**src/rtl/trig_gen.sv**
```systemverilog
// rtl/trig_gen.sv - transmit-trigger generator: internal periodic or external-edge pulser trigger
// Drives o_trig plus a one-clock ADC start strobe and counts triggers since run start.
module trig_gen #(
   parameter int CYCLE_W = 20,
   parameter int PULSE_W = 12,
   parameter int CNT_W   = 32
) (
   input  logic               i_clk,
   input  logic               i_rst,
   input  logic               i_run,
   input  logic               i_outmode,
   input  logic               i_outnegedge,
   input  logic [CYCLE_W-1:0] i_cycle,
   input  logic [PULSE_W-1:0] i_pulse,
   input  logic               i_ext_trig,
   output logic               o_trig,
   output logic               o_trig_start,
   output logic [CNT_W-1:0]   o_trig_cnt,
   output logic               o_busy
);
   typedef enum logic [1:0] {IDLE, PULSE, GAP} state_t;

   state_t             state, state_n;
   logic               s1, s2, s3, run_d;
   logic               mode, mode_n;
   logic [CYCLE_W-1:0] pcnt, pcnt_n, ccnt, ccnt_n;
   logic [CYCLE_W-1:0] pe, pe_n, ce, ce_n;
   logic [CYCLE_W-1:0] pe_raw, ce_raw, pe_lim;
   logic               trig_n, strobe_n, start;
   logic [CNT_W-1:0]   cnt_n;
   logic               rise, fall, sel;

   assign rise = s2 & ~s3;
   assign fall = ~s2 & s3;
   assign sel  = i_outnegedge ? fall : rise;

   // Clamp so the pulse is never shorter than one clock and always leaves a low gap.
   assign pe_raw = (i_pulse == '0) ? CYCLE_W'(1) : CYCLE_W'(i_pulse);
   assign ce_raw = (i_cycle < CYCLE_W'(2)) ? CYCLE_W'(2) : i_cycle;
   assign pe_lim = (pe_raw >= ce_raw) ? ce_raw - CYCLE_W'(1) : pe_raw;

   assign o_busy = (state != IDLE);

   always_comb begin
      state_n  = state;
      pcnt_n   = pcnt;
      ccnt_n   = ccnt;
      pe_n     = pe;
      ce_n     = ce;
      mode_n   = mode;
      trig_n   = o_trig;
      strobe_n = 1'b0;
      start    = 1'b0;
      case (state)
         IDLE:  start = i_run & (i_outmode ? sel : 1'b1);
         PULSE: begin
            pcnt_n = pcnt + CYCLE_W'(1);
            ccnt_n = ccnt + CYCLE_W'(1);
            if (pcnt == pe) begin
               trig_n  = 1'b0;
               state_n = GAP;
            end
         end
         GAP: begin
            if (mode) begin
               state_n = IDLE;
            end else if (ccnt == ce) begin
               if (i_run & ~i_outmode) start = 1'b1;
               else                    state_n = IDLE;
            end else begin
               ccnt_n = ccnt + CYCLE_W'(1);
            end
         end
         default: state_n = IDLE;
      endcase
      if (start) begin
         trig_n   = 1'b1;
         strobe_n = 1'b1;
         pe_n     = pe_lim;
         ce_n     = ce_raw;
         mode_n   = i_outmode;
         pcnt_n   = CYCLE_W'(1);
         ccnt_n   = CYCLE_W'(1);
         state_n  = PULSE;
      end
      // A run restart discards the old total; a trigger on that same edge is its first count.
      if (i_run & ~run_d)  cnt_n = start ? CNT_W'(1) : '0;
      else if (start)      cnt_n = o_trig_cnt + CNT_W'(1);
      else                 cnt_n = o_trig_cnt;
   end

   always_ff @(posedge i_clk) begin
      if (i_rst) begin
         state        <= IDLE;
         s1           <= 1'b0;
         s2           <= 1'b0;
         s3           <= 1'b0;
         run_d        <= 1'b0;
         mode         <= 1'b0;
         pcnt         <= '0;
         ccnt         <= '0;
         pe           <= '0;
         ce           <= '0;
         o_trig       <= 1'b0;
         o_trig_start <= 1'b0;
         o_trig_cnt   <= '0;
      end else begin
         state        <= state_n;
         s1           <= i_ext_trig;
         s2           <= s1;
         s3           <= s2;
         run_d        <= i_run;
         mode         <= mode_n;
         pcnt         <= pcnt_n;
         ccnt         <= ccnt_n;
         pe           <= pe_n;
         ce           <= ce_n;
         o_trig       <= trig_n;
         o_trig_start <= strobe_n;
         o_trig_cnt   <= cnt_n;
      end
   end
endmodule
```
**config.mk**
```make
export PLATFORM = sky130hd
export DESIGN_NAME = trig_gen
export DESIGN_NICKNAME = d
export VERILOG_FILES = /design/src/rtl/trig_gen.sv
export SDC_FILE = /design/constraint.sdc
export NUM_CORES = 1
export LEC_CHECK = 0
export CAP_MARGIN = 5
export CORE_MARGIN = 1.5
export CORE_UTILIZATION = 30
export DETAILED_ROUTE_END_ITERATION = 10
export GPL_TIMING_DRIVEN = 0
export HOLD_SLACK_MARGIN = 0.1
export PLACE_DENSITY_LB_ADDON = 0.15
export SYNTH_ARGS = -nofsm -noshare
export SYNTH_HDL_FRONTEND = slang
export SYNTH_SLANG_ARGS = --single-unit
```
**constraint.sdc**
```tcl
create_clock -name i_clk -period 4.6 [get_ports i_clk]
set_clock_uncertainty 0.05 [all_clocks]
set_input_delay 0.69 -clock i_clk [delete_from_list [all_inputs] [get_ports i_clk]]
set_output_delay 0.69 -clock i_clk [all_outputs]
set_load 0.03 [all_outputs]
```
Word-level counts from Yosys, hierarchy flattened --
Cells that the tools add are included.
Storage, ports and cells: register bits after elaboration 121, input port bits 38, output and inout port bits 35
Cells by class: add/subtract/negate cells 4, order comparisons 2, equal/unequal tests 15, multiplexer cells 28, bitwise logic cells 10, reduce and logical (&&, ||, !) cells 14
Operator list (number):
- 20-bit 2-to-1 mux | 4
- 32-bit 2-to-1 mux | 2
- 20-bit by 1-bit adder with 20-bit output, second input constant | 2
- 20-bit == test | 2
- 20-bit case mux with 2 select lines | 1
- 32-bit by 1-bit adder with 32-bit output, second input constant | 1
- 12-bit by 20-bit >= comparator with 1-bit output | 1
- 20-bit by 2-bit < comparator with 1-bit output, second input constant | 1
- 20-bit by 1-bit subtractor with 20-bit output, second input constant | 1
- 3-bit inequality test, second input constant | 5
- 1-bit 2-to-1 mux | 14
- 12-bit zero test | 1
- 12-bit 2-to-1 mux | 1
- 2-bit nonzero test | 5
- 2-bit 2-to-1 mux | 4
- 2-bit inequality test, second input constant | 4
- 4-bit inequality test, second input constant | 2
- 4-bit AND reduction | 2
- 2-bit case mux with 3 select lines | 1
- 3-bit AND reduction | 2
- 1-bit AND | 5
- 1-bit NOT | 5
- 3-bit nonzero test | 1
- 2-bit by 1-bit == test with 1-bit output, second input constant | 1
- 5 further kinds | 5

Depth between registers and ports, before layout --
Gate-level depths: netlist (run 1).
word-level depth 8, gate-level depth with buffers 13, gate-level depth less buffers 12

Worst setup path before layout (run 1) --
OpenSTA, ideal clock, no wires.
path kind input-to-reg, start point input i_cycle[15], end point register pe[18], setup time 0.071 ns, arrival time 3.327 ns, setup slack 1.152 ns, stages 12, path through nor4_1 -> nand4_1 -> nor4_1 -> nor2b_1 -> inv_1 -> ha_1 -> or3b_2 -> nor3_1 -> nand4_1 -> nor3_1 -> o211ai_1 -> a21oi_1
On the way: word-level cells in the longest chain between the ends 4, elaborated cells between the ends (all ways) 5, classes of those cells add/sub (1); order compare (2); mux (2)
RTL lines:
- start: declaration | line 13 | input logic [CYCLE_W-1:0] i_cycle,
- 20-bit by 2-bit < comparator with 1-bit output (*) | line 39 | assign ce_raw = (i_cycle < CYCLE_W'(2)) ? CYCLE_W'(2) : i_cycle;
- 20-bit 2-to-1 mux (*) | line 39
- via ce_raw[0] | line 28 | logic [CYCLE_W-1:0] pe_raw, ce_raw, pe_lim;
- 20-bit by 1-bit subtractor with 20-bit output or 12-bit by 20-bit >= comparator with 1-bit output (tied branches) | line 40 | assign pe_lim = (pe_raw >= ce_raw) ? ce_raw - CYCLE_W'(1) : pe_raw;
- 20-bit 2-to-1 mux (*) | line 40
- end signal: assignment | line 116 | pe <= pe_n;
- end: declaration | line 27 | logic [CYCLE_W-1:0] pe, pe_n, ce, ce_n;
Mark *: on every way through the listed nets, which the timed path passes. The rest lies on a longest branch. A chain may end at the register's enable or synchronous reset.

Worst setup path after layout (run 1) --
start point input i_cycle[8], end point register pe[18]
Same word-level chain as after synthesis.

==> results by stage, run 1 <==
Logic synthesis:
- The async set or reset register ratio after synthesis is 0.
- After synthesis, the cell types taking the most area are dfxtp_1 (38%), a21oi_1 (6.8%), xnor2_1 (6.4%), nand2_1 (5.7%), o31ai_1 (3.2%).
- After technology mapping, the gate count stands at 793.
- The Yosys step of the flow raised 0 warnings.
- The largest area contributor in the netlist is dfxtp_1.
- The number of flops mapped to enable cells by yosys is 0.
- The most frequently used cell type in the post-synthesis netlist is dfxtp_1.
- After synthesis, the netlist uses between 50 and 60 different library cells.
- The synthesized netlist occupies a cell area of between 6000 and 7000 um2.
- The mean instance size in the synthesized netlist is a little over 8 um2.
- Of the post-synthesis cell area, the dominant cell type holds 0.3781.
- For this run, the leading register cell type out of synthesis is dfxtp_1.
- For this run, the register share of the synthesized area comes to 0.3781.
- Sorting the synthesized cells by how often they occur yields dfxtp_1 (121), nand2_1 (97), a21oi_1 (87), nor2_1 (48), xnor2_1 (47).
- The number of synthesized register bits is 121.
- The number of nets handed over by synthesis was between 800 and 900.

Die:
- The placeable core region is 20960 um2.
- The initial utilization of the core area, before any placement, comes to 0.3057.
- The number of placement rows is 53.
- The area of the die is around 22000 um2.
- The floorplan die height is 149.1 um.
- The top-level port count is 73.
- The die width is 149.1 um.

Clocking:
- The clock slew at the register clock pins of the worst setup and hold paths is 0.05 ns.
- Clock latency on the worst-skew pair, taken at its later pin, is 0.42 ns.
- The tree built by TritonCTS fans out to 121 sinks.
- The buffer cell driving the clock tree root is clkbuf_16.
- Clock tree synthesis inserted a total of 17 buffers.
- After clock tree synthesis, the setup repair step added 0 buffers.
- The hold buffer count at cts is 0.
- The CTS tree is done.
- Counting along the longest clock path gives a buffer depth of 2.
- The H-tree depth is 4.

Timing:
- The number of hold-slack violations in the final timing report is 0.
- The summed negative setup slack over all endpoints is 0 ns.
- In this run the tightest slew margin relative to its limit is 0.3080.
- Setup repair after global routing left no endpoint under its margin.
- The number of failing setup endpoints in the final timing report is 0.
- For this run, the top clock speed supported by timing is around 240 MHz.
- Subtracting the final worst setup slack from the clock period gives 4.202 ns.
- In the finished design, the share of the clock period the worst path needs comes to 0.9135.
- The number of slew-limit violations in the final report is 0.
- The worst-margin pin slew is ~1.0 ns.

Worst hold path:
- The worst min-delay path class is reg -> reg.
- The startpoint identified for the worst hold timing path is s1.

Pwr:
- The maximum vdd ir drop is 174.8 uV.
- The completed layout was analyzed and its total power is between 2 and 3 mW.
- The static power due to leakage is ~2.6 nW.
- The power per cell area is 341.3 nW/um2.

Routing:
- The final wirelength is 18.22 mm.
- The detailed router placed 5947 vias in this run.
- After detailed routing, the number of remaining DRC violations is 0.
- The number of iterations in the first detailed-routing pass is 5.
- Dividing the detail-routed wire length by the instance count gives 15.60 um.
- The detailed-route vias per instance is about 5.
- The count of nets left with antenna violations once routing finished came out at 0.
- The detailed router finished its first iteration with 275 violations.

GRT:
- The total global routing overflow is 0.
- In the global route stage, overall resource usage came out at 0.1738.
- The largest net degree at the start of global routing is 17.
- The initial antenna violation count is 0.
- The number of global-route vias before repair is approximately 5700.
- The first global-routing pass estimated 30.30 mm of wire.

Cells and area:
- Compared with the post-synthesis result, the final layout area differs by 25.64%.
- The number of antenna diodes in the final layout is 0.
- The layout net count is 936.
- In the final layout, the share of cells above drive strength 1 is 0.06271.

Setup path:
- The critical path data arrival time is 4.49 ns.
- The worst-path maximum fanout is 5.
- The worst flop-to-flop path startpoint is ccnt[0].
- The worst setup path is launched from an input pin.
- For the worst setup path, the data required time is 4.89 ns.
- The startpoint of the most critical setup path is i_cycle[8].
- The start-to-end type of the worst setup path is in -> reg.
- STA classifies the critical path endpoint as a register.

Place:
- Input and output buffers added on the ports amount to 70.
- Once detailed placement completed, the half-perimeter wirelength came to about 14 mm.
- The congestion estimate from routability-driven global placement came to 0.8143.

Outcome:
- The flow ran to the end, and the final reports show no timing, DRC or antenna violations.

Run:
- The number of maximum-capacitance constraint violations is 0.
## placed cells by master, fill, tap and decap left out, types with 5 or more instances in the layout
master / netlist / routed
and2_1: 6 / 6
clkdlybuf4s50_1: 0 / 70
inv_1: 24 / 24
o22ai_1: 8 / 8
or4_1: 26 / 26
nand4_1: 26 / 26
nand3_1: 25 / 25
nor4_1: 10 / 10
dfxtp_1: 121 / 121
o31ai_1: 27 / 27
nand2b_1: 16 / 16
xnor2_1: 47 / 47
a21oi_1: 87 / 87
nand2_1: 97 / 97
buf_2: 7 / 7
o21ai_0: 26 / 26
nor2b_1: 9 / 9
and4_1: 7 / 7
nor3_1: 11 / 10
nor2_1: 48 / 48
or3_1: 24 / 24
xor2_1: 19 / 19
clkbuf_1: 37 / 38
ha_1: 16 / 16
clkbuf_16: 0 / 17
clkinv_2: 0 / 5
o211ai_1: 7 / 7
mux2i_1: 9 / 9
## layer usage
metal | wire [um] | part of all wire | global-route usage | vias up
met1 | 9119 | 0.50 | 0.2397 | 2754
met3 | 807 | 0.044 | 0.04220 | 21
met2 | 8000 | 0.44 | 0.2681 | 144
li1 | - | - | - | 3028
met5 | 0 | 0 | 0 | -
met4 | 291 | 0.016 | 0.05000 | 0
## stage by stage
step | hold WS, ns | util | instances | cell area [um2] | setup WS (ns)
CTS | 0.3935 | 0.3839 | 1168 | 8044 | 0.2376
detailed placement | 0.3779 | 0.3556 | 1138 | 7451 | -0.1829
global route | 0.4066 | 0.3841 | 1168 | 8049 | 0.07811
floorplan | 0.3638 | - | 793 | 6406 | 1.152
finish | 0.3871 | 0.3841 | 1168 | 8049 | 0.3980
global placement | 0.3675 | 0.3556 | 1138 | 7451 | -0.2510
## critical path: stages
cell and delay [ns]:
clkdlybuf4s50_1 0.51, nor4_1 0.53, nand4_1 0.26, nor4_1 0.40, nor2b_1 0.19, inv_1 0.09
ha_1 0.17, or3b_2 0.48, nor3_2 0.33, nand4_1 0.14, nor3_1 0.24, o211ai_1 0.24
a21oi_1 0.21
## final cells by class
cell class	instances	area (um2)
clock inverter	9	122.6
fill	2222	12910
multi-input combinational	596	3677
sequential	121	2422
timing repair buffer	70	700.7
tap	275	344.1
inverter	24	90.09
buffer	52	221.5
clock buffer	21	470.5
## where the power goes
group | total, mW | internal [mW] | leakage (nW) | switching [mW]
logic | 0.295 | 0.117 | 1.33 | 0.178
registers | 1.10 | 1.08 | 0.980 | 0.0244
clock network | 1.35 | 0.883 | 0.294 | 0.468
total | 2.75 | 2.08 | 2.60 | 0.671
## path summary, 6_finish.rpt
| check | end | slack (ns) | depth (start not counted) |
|---|---|---|---|
| setup / recovery | pe[18] | 0.40 | 13 |
| hold / removal | s2 | 0.39 | 1 |
| setup reg to reg | pcnt[15] | 1.70 | 9 |
| hold reg to reg | s2 | 0.39 | 1 |
## logic make-up (layout without fill, tap and decap cells)
| kind of cell | after synthesis | count (layout) | share of synthesized area |
|---|---|---|---|
| flops | 121 | 121 | 0.3781 |
| xor+xnor | 66 | 66 | 0.09023 |
| buf+inv | 76 | 176 | 0.04863 |
| fa+ha+maj | 16 | 16 | 0.03125 |
| simple gates | 327 | 327 | 0.2709 |
| compound gates | 177 | 177 | 0.1650 |
| mux | 10 | 10 | 0.01582 |
## state kept, by name, indices dropped and copies added, names as in the netlist
register      count
pcnt             20
pe               20
o_trig_cnt       32
s2                1
state             2
o_trig            1
mode              1
s3                1
ccnt             20
o_trig_start      1
ce               20
run_d             1
s1                1
## timing repair
item	4_1_cts	5_1_grt
endpoints found under the hold margin	0	0
gates resized for setup	0	1
endpoints found under the setup margin	0	4
(Power assumes the default switching activity.)
==> run 2, diff against run 1 <==
--- a/config.mk
+++ b/config.mk
@@ -7,7 +7,7 @@
 export LEC_CHECK = 0
 export CAP_MARGIN = 5
 export CORE_MARGIN = 1.5
-export CORE_UTILIZATION = 30
+export CORE_UTILIZATION = 50
 export DETAILED_ROUTE_END_ITERATION = 10
 export GPL_TIMING_DRIVEN = 0
 export HOLD_SLACK_MARGIN = 0.1
==> run 2 against run 1 <==
Largest power group unchanged; global-route usage up 9.2 points; non-clock buffer count unchanged; cell area down 1.0%; highest routed layer unchanged; core utilization up 25 points; largest cell class unchanged; worst setup slack worse by 0.034 ns; flip-flop and latch count unchanged; critical path depth unchanged; count of clock-buffer cells in the layout down 1; combinational power about the same; total power up 2.7%; via count up 3.1%.
==> results by stage, run 2 (synthesis results as in run 1) <==
Outcome:
- The run finished with clean final reports.

Cells and area:
- Counting the fill cells in the layout gives 1119.
- The flip-flop count of the largest register, all copies and words added is 32.
- In the final layout, flip-flops and latches occupy between 2000 and 2500 um2.
- Of the cells placed in the final design, the portion with a size suffix greater than 1 is 0.06592.
- The total area of multi-input combinational cells is ~3700 um2.
- The post-route non-filler standard cell count is ~1100.
- The layout net count is 936.
- Leaving out fill and tap cells, the most frequent cell in the layout is dfxtp_1.
- The library cells used most frequently in the layout, excluding fill and tap cells, are dfxtp_1 (121), nand2_1 (97), a21oi_1 (87).
- The area growth from synthesis to layout is 24.36%.
- o_trig_cnt holds more flip-flops than any other register.
- The final cell utilization of the core is 0.6338.
- The number of inserted diodes is 0.

Timing:
- Setup repair after global routing left no endpoint under its margin.
- The number of failing setup endpoints in the final timing report is 0.
- Timing would allow up to 236.1 MHz.
- The summed negative setup slack over all endpoints is 0 ns.
- The number of hold-slack violations in the final timing report is 0.
- The period utilization is 0.9208.
- The number of slew-limit violations in the final report came to 0.
- The minimum period implied by the final worst setup slack is 4.236 ns.
- The remaining max-slew budget at the tightest pin is 0.3372.
- The worst-margin pin slew is ~0.99 ns.

Setup path:
- The nature of the critical path startpoint is an input pin.
- The register-to-register setup slack is 1.76 ns.
- The worst reg-to-reg path cell count is 9.
- The critical path runs through a total of 13 cells.
- The critical path data arrival time is 4.53 ns.
- The worst register-to-register path ends at pcnt[8].
- The critical path goes through clkdlybuf4s50_1 > nor4_1 > nand4_1 > nor4_1 > nor2b_1 > inv_1 > ha_1 > or3b_2 > nor3_1 > nand4_1 > nor3_1 > o211ai_1 > a21oi_1.
- The critical path endpoint is pe[18].
- On the worst path, the slowest cell contributes a delay of 0.50 ns.
- The startpoint of the most critical setup path is i_cycle[8].
- The largest delay contributor family on the critical path is simple AND/OR/NAND/NOR gates.
- The worst endpoint required time is 4.89 ns.
- On the critical path, the stage with the largest delay is an instance of clkdlybuf4s50_1.
- The number of buffer and inverter stages on the critical path is 2.
- The start-to-end type of the worst setup path is in -> reg.
- The worst-path maximum fanout is 5.
- The worst flop-to-flop path startpoint is ccnt[0].
- The endpoint kind of the worst setup timing path is a register.

Routing:
- Summed over all layers, the routed wires come to 17.17 mm.
- For this run, the detailed router's first-pass iteration total came to 5.
- In the routed layout, each cell is associated on average with a via count of roughly 5.7.
- The amount of wire on met3 after detailed routing is 854 um.
- Once detail routing completed, the nets flagged for antenna violations numbered 0.
- The via count is 6130.
- After detailed routing, the average wire length per cell comes to 16.09 um.
- The met1 wire length is 7.956 mm.
- The iteration-0 DRC count of the detailed router is 397.
- The wire length on met2 is slightly above 8 mm.
- The top layer used by detailed routing is met4.
- The number of remaining DRC errors is 0.

Clocking:
- Clock-pin slew was measured on the worst setup and hold paths at around 0.050 ns.
- Buffers inserted during clock tree synthesis total 17.
- The clock latency of the later-clocked register in the worst-skew pair is 0.42 ns.
- The number of buffers on the longest clock path is 2.
- The CTS tree is done.
- The H-tree depth is 4.
- Hold repair after CTS inserted 0 buffers.
- Clock tree synthesis found a total of 121 sinks.
- The buffer cell driving the clock tree root is clkbuf_16.

GRT:
- The total global routing overflow is 0.
- The initial antenna violation count is 0.
- Entering global routing, the biggest net connects 17 pins.
- The number of global-route vias before repair is 5785.
- The wire length of the first global-routing pass is 27.97 mm.
- In the global route stage, overall resource usage came out at 0.2660.

Place:
- The placer congestion estimate is 0.8889.
- In this run the tool buffered the top-level ports with 70 buffer cells.
- The number of placed instances, taps included, is 1035.
- Detailed placement finished with a half-perimeter wire length of around 13 mm.

Pwr:
- In this run the static leakage power is around 2.6 nW.
- VDD sags by at most 279.1 uV.
- The switching share of power is 0.2422.
- Cell internal power was estimated by the tool at 2.139 mW.
- The part of the power in the clock network is 0.506.
- Dividing total power by cell area gives a power density of 354.3 nW/um2.
- The overall power of the completed layout is 2.822 mW.
- Of the total power, combinational logic draws 0.104.
- The share of total power dissipated in sequential elements is 0.390.
- The reported net switching power is 683.7 uW.

Die:
- The die is 116.2 um wide.
- The placeable core region is about 13000 um2.
- The die covers 13500 um2.
- The die is 116.2 um tall.
- The top-level port count is 73.
- For this configuration, the core starts out at a cell density of 0.5097.
- The floorplan has 41 rows.

Run:
- The number of maximum-capacitance constraint violations is 0.

Worst hold path:
- The worst min-delay path class is reg -> reg.
[run 2: cell type report]
cell class,instances,share of cell area
Multi-Input combinational cell,596,0.4618
Sequential cell,121,0.3041
Timing Repair Buffer,70,0.08795
Clock buffer,20,0.05858
Buffer,52,0.02780
Tap cell,172,0.02701
Clock inverter,12,0.02152
Inverter,24,0.01131
[run 2: worst min path at each step]
stage | startpoint | to | cells after the start
2_1_floorplan | s1 | s2 | 1
3_3_place_gp | s1 | s2 | 1
3_5_place_dp | s1 | s2 | 1
4_1_cts | s1 | s2 | 1
5_1_grt | s1 | s2 | 1
6_report | s1 | s2 | 1
[run 2: repair_timing]
| item | 4_1_cts | 5_1_grt |
|---|---|---|
| buffers inserted | 0 | 0 |
| gates resized for setup | 0 | 1 |
| setup endpoints to repair | 0 | 2 |
[run 2: power by group through the flow]
| stage | combinational [mW] | clock, mW | sequential [mW] |
|---|---|---|---|
| after floorplan | 0.180 | 0 | 1.12 |
| after global placement | 0.278 | 0 | 1.12 |
| after detailed placement | 0.287 | 0 | 1.12 |
| after CTS | 0.291 | 1.44 | 1.10 |
| after global routing | 0.324 | 1.50 | 1.10 |
| final | 0.294 | 1.43 | 1.10 |
[run 2: through the flow]
step / setup slack (ns) / hold WS [ns] / cell area, um2
2_1_floorplan: 1.152 / 0.3638 / 6406
3_3_place_gp: -0.00003597 / 0.3738 / 7322
3_5_place_dp: -0.1384 / 0.3972 / 7322
4_1_cts: 0.2995 / 0.4098 / 7960
5_1_grt: 0.1299 / 0.4220 / 7966
6_report: 0.3641 / 0.4051 / 7966
[run 2: per-layer routing]
layer | vias to the layer above | global-route usage
li1 | 3031 | -
met1 | 2896 | 0.3439
met2 | 181 | 0.4447
met3 | 22 | 0.05968
met4 | 0 | 0.08211
met5 | - | 0
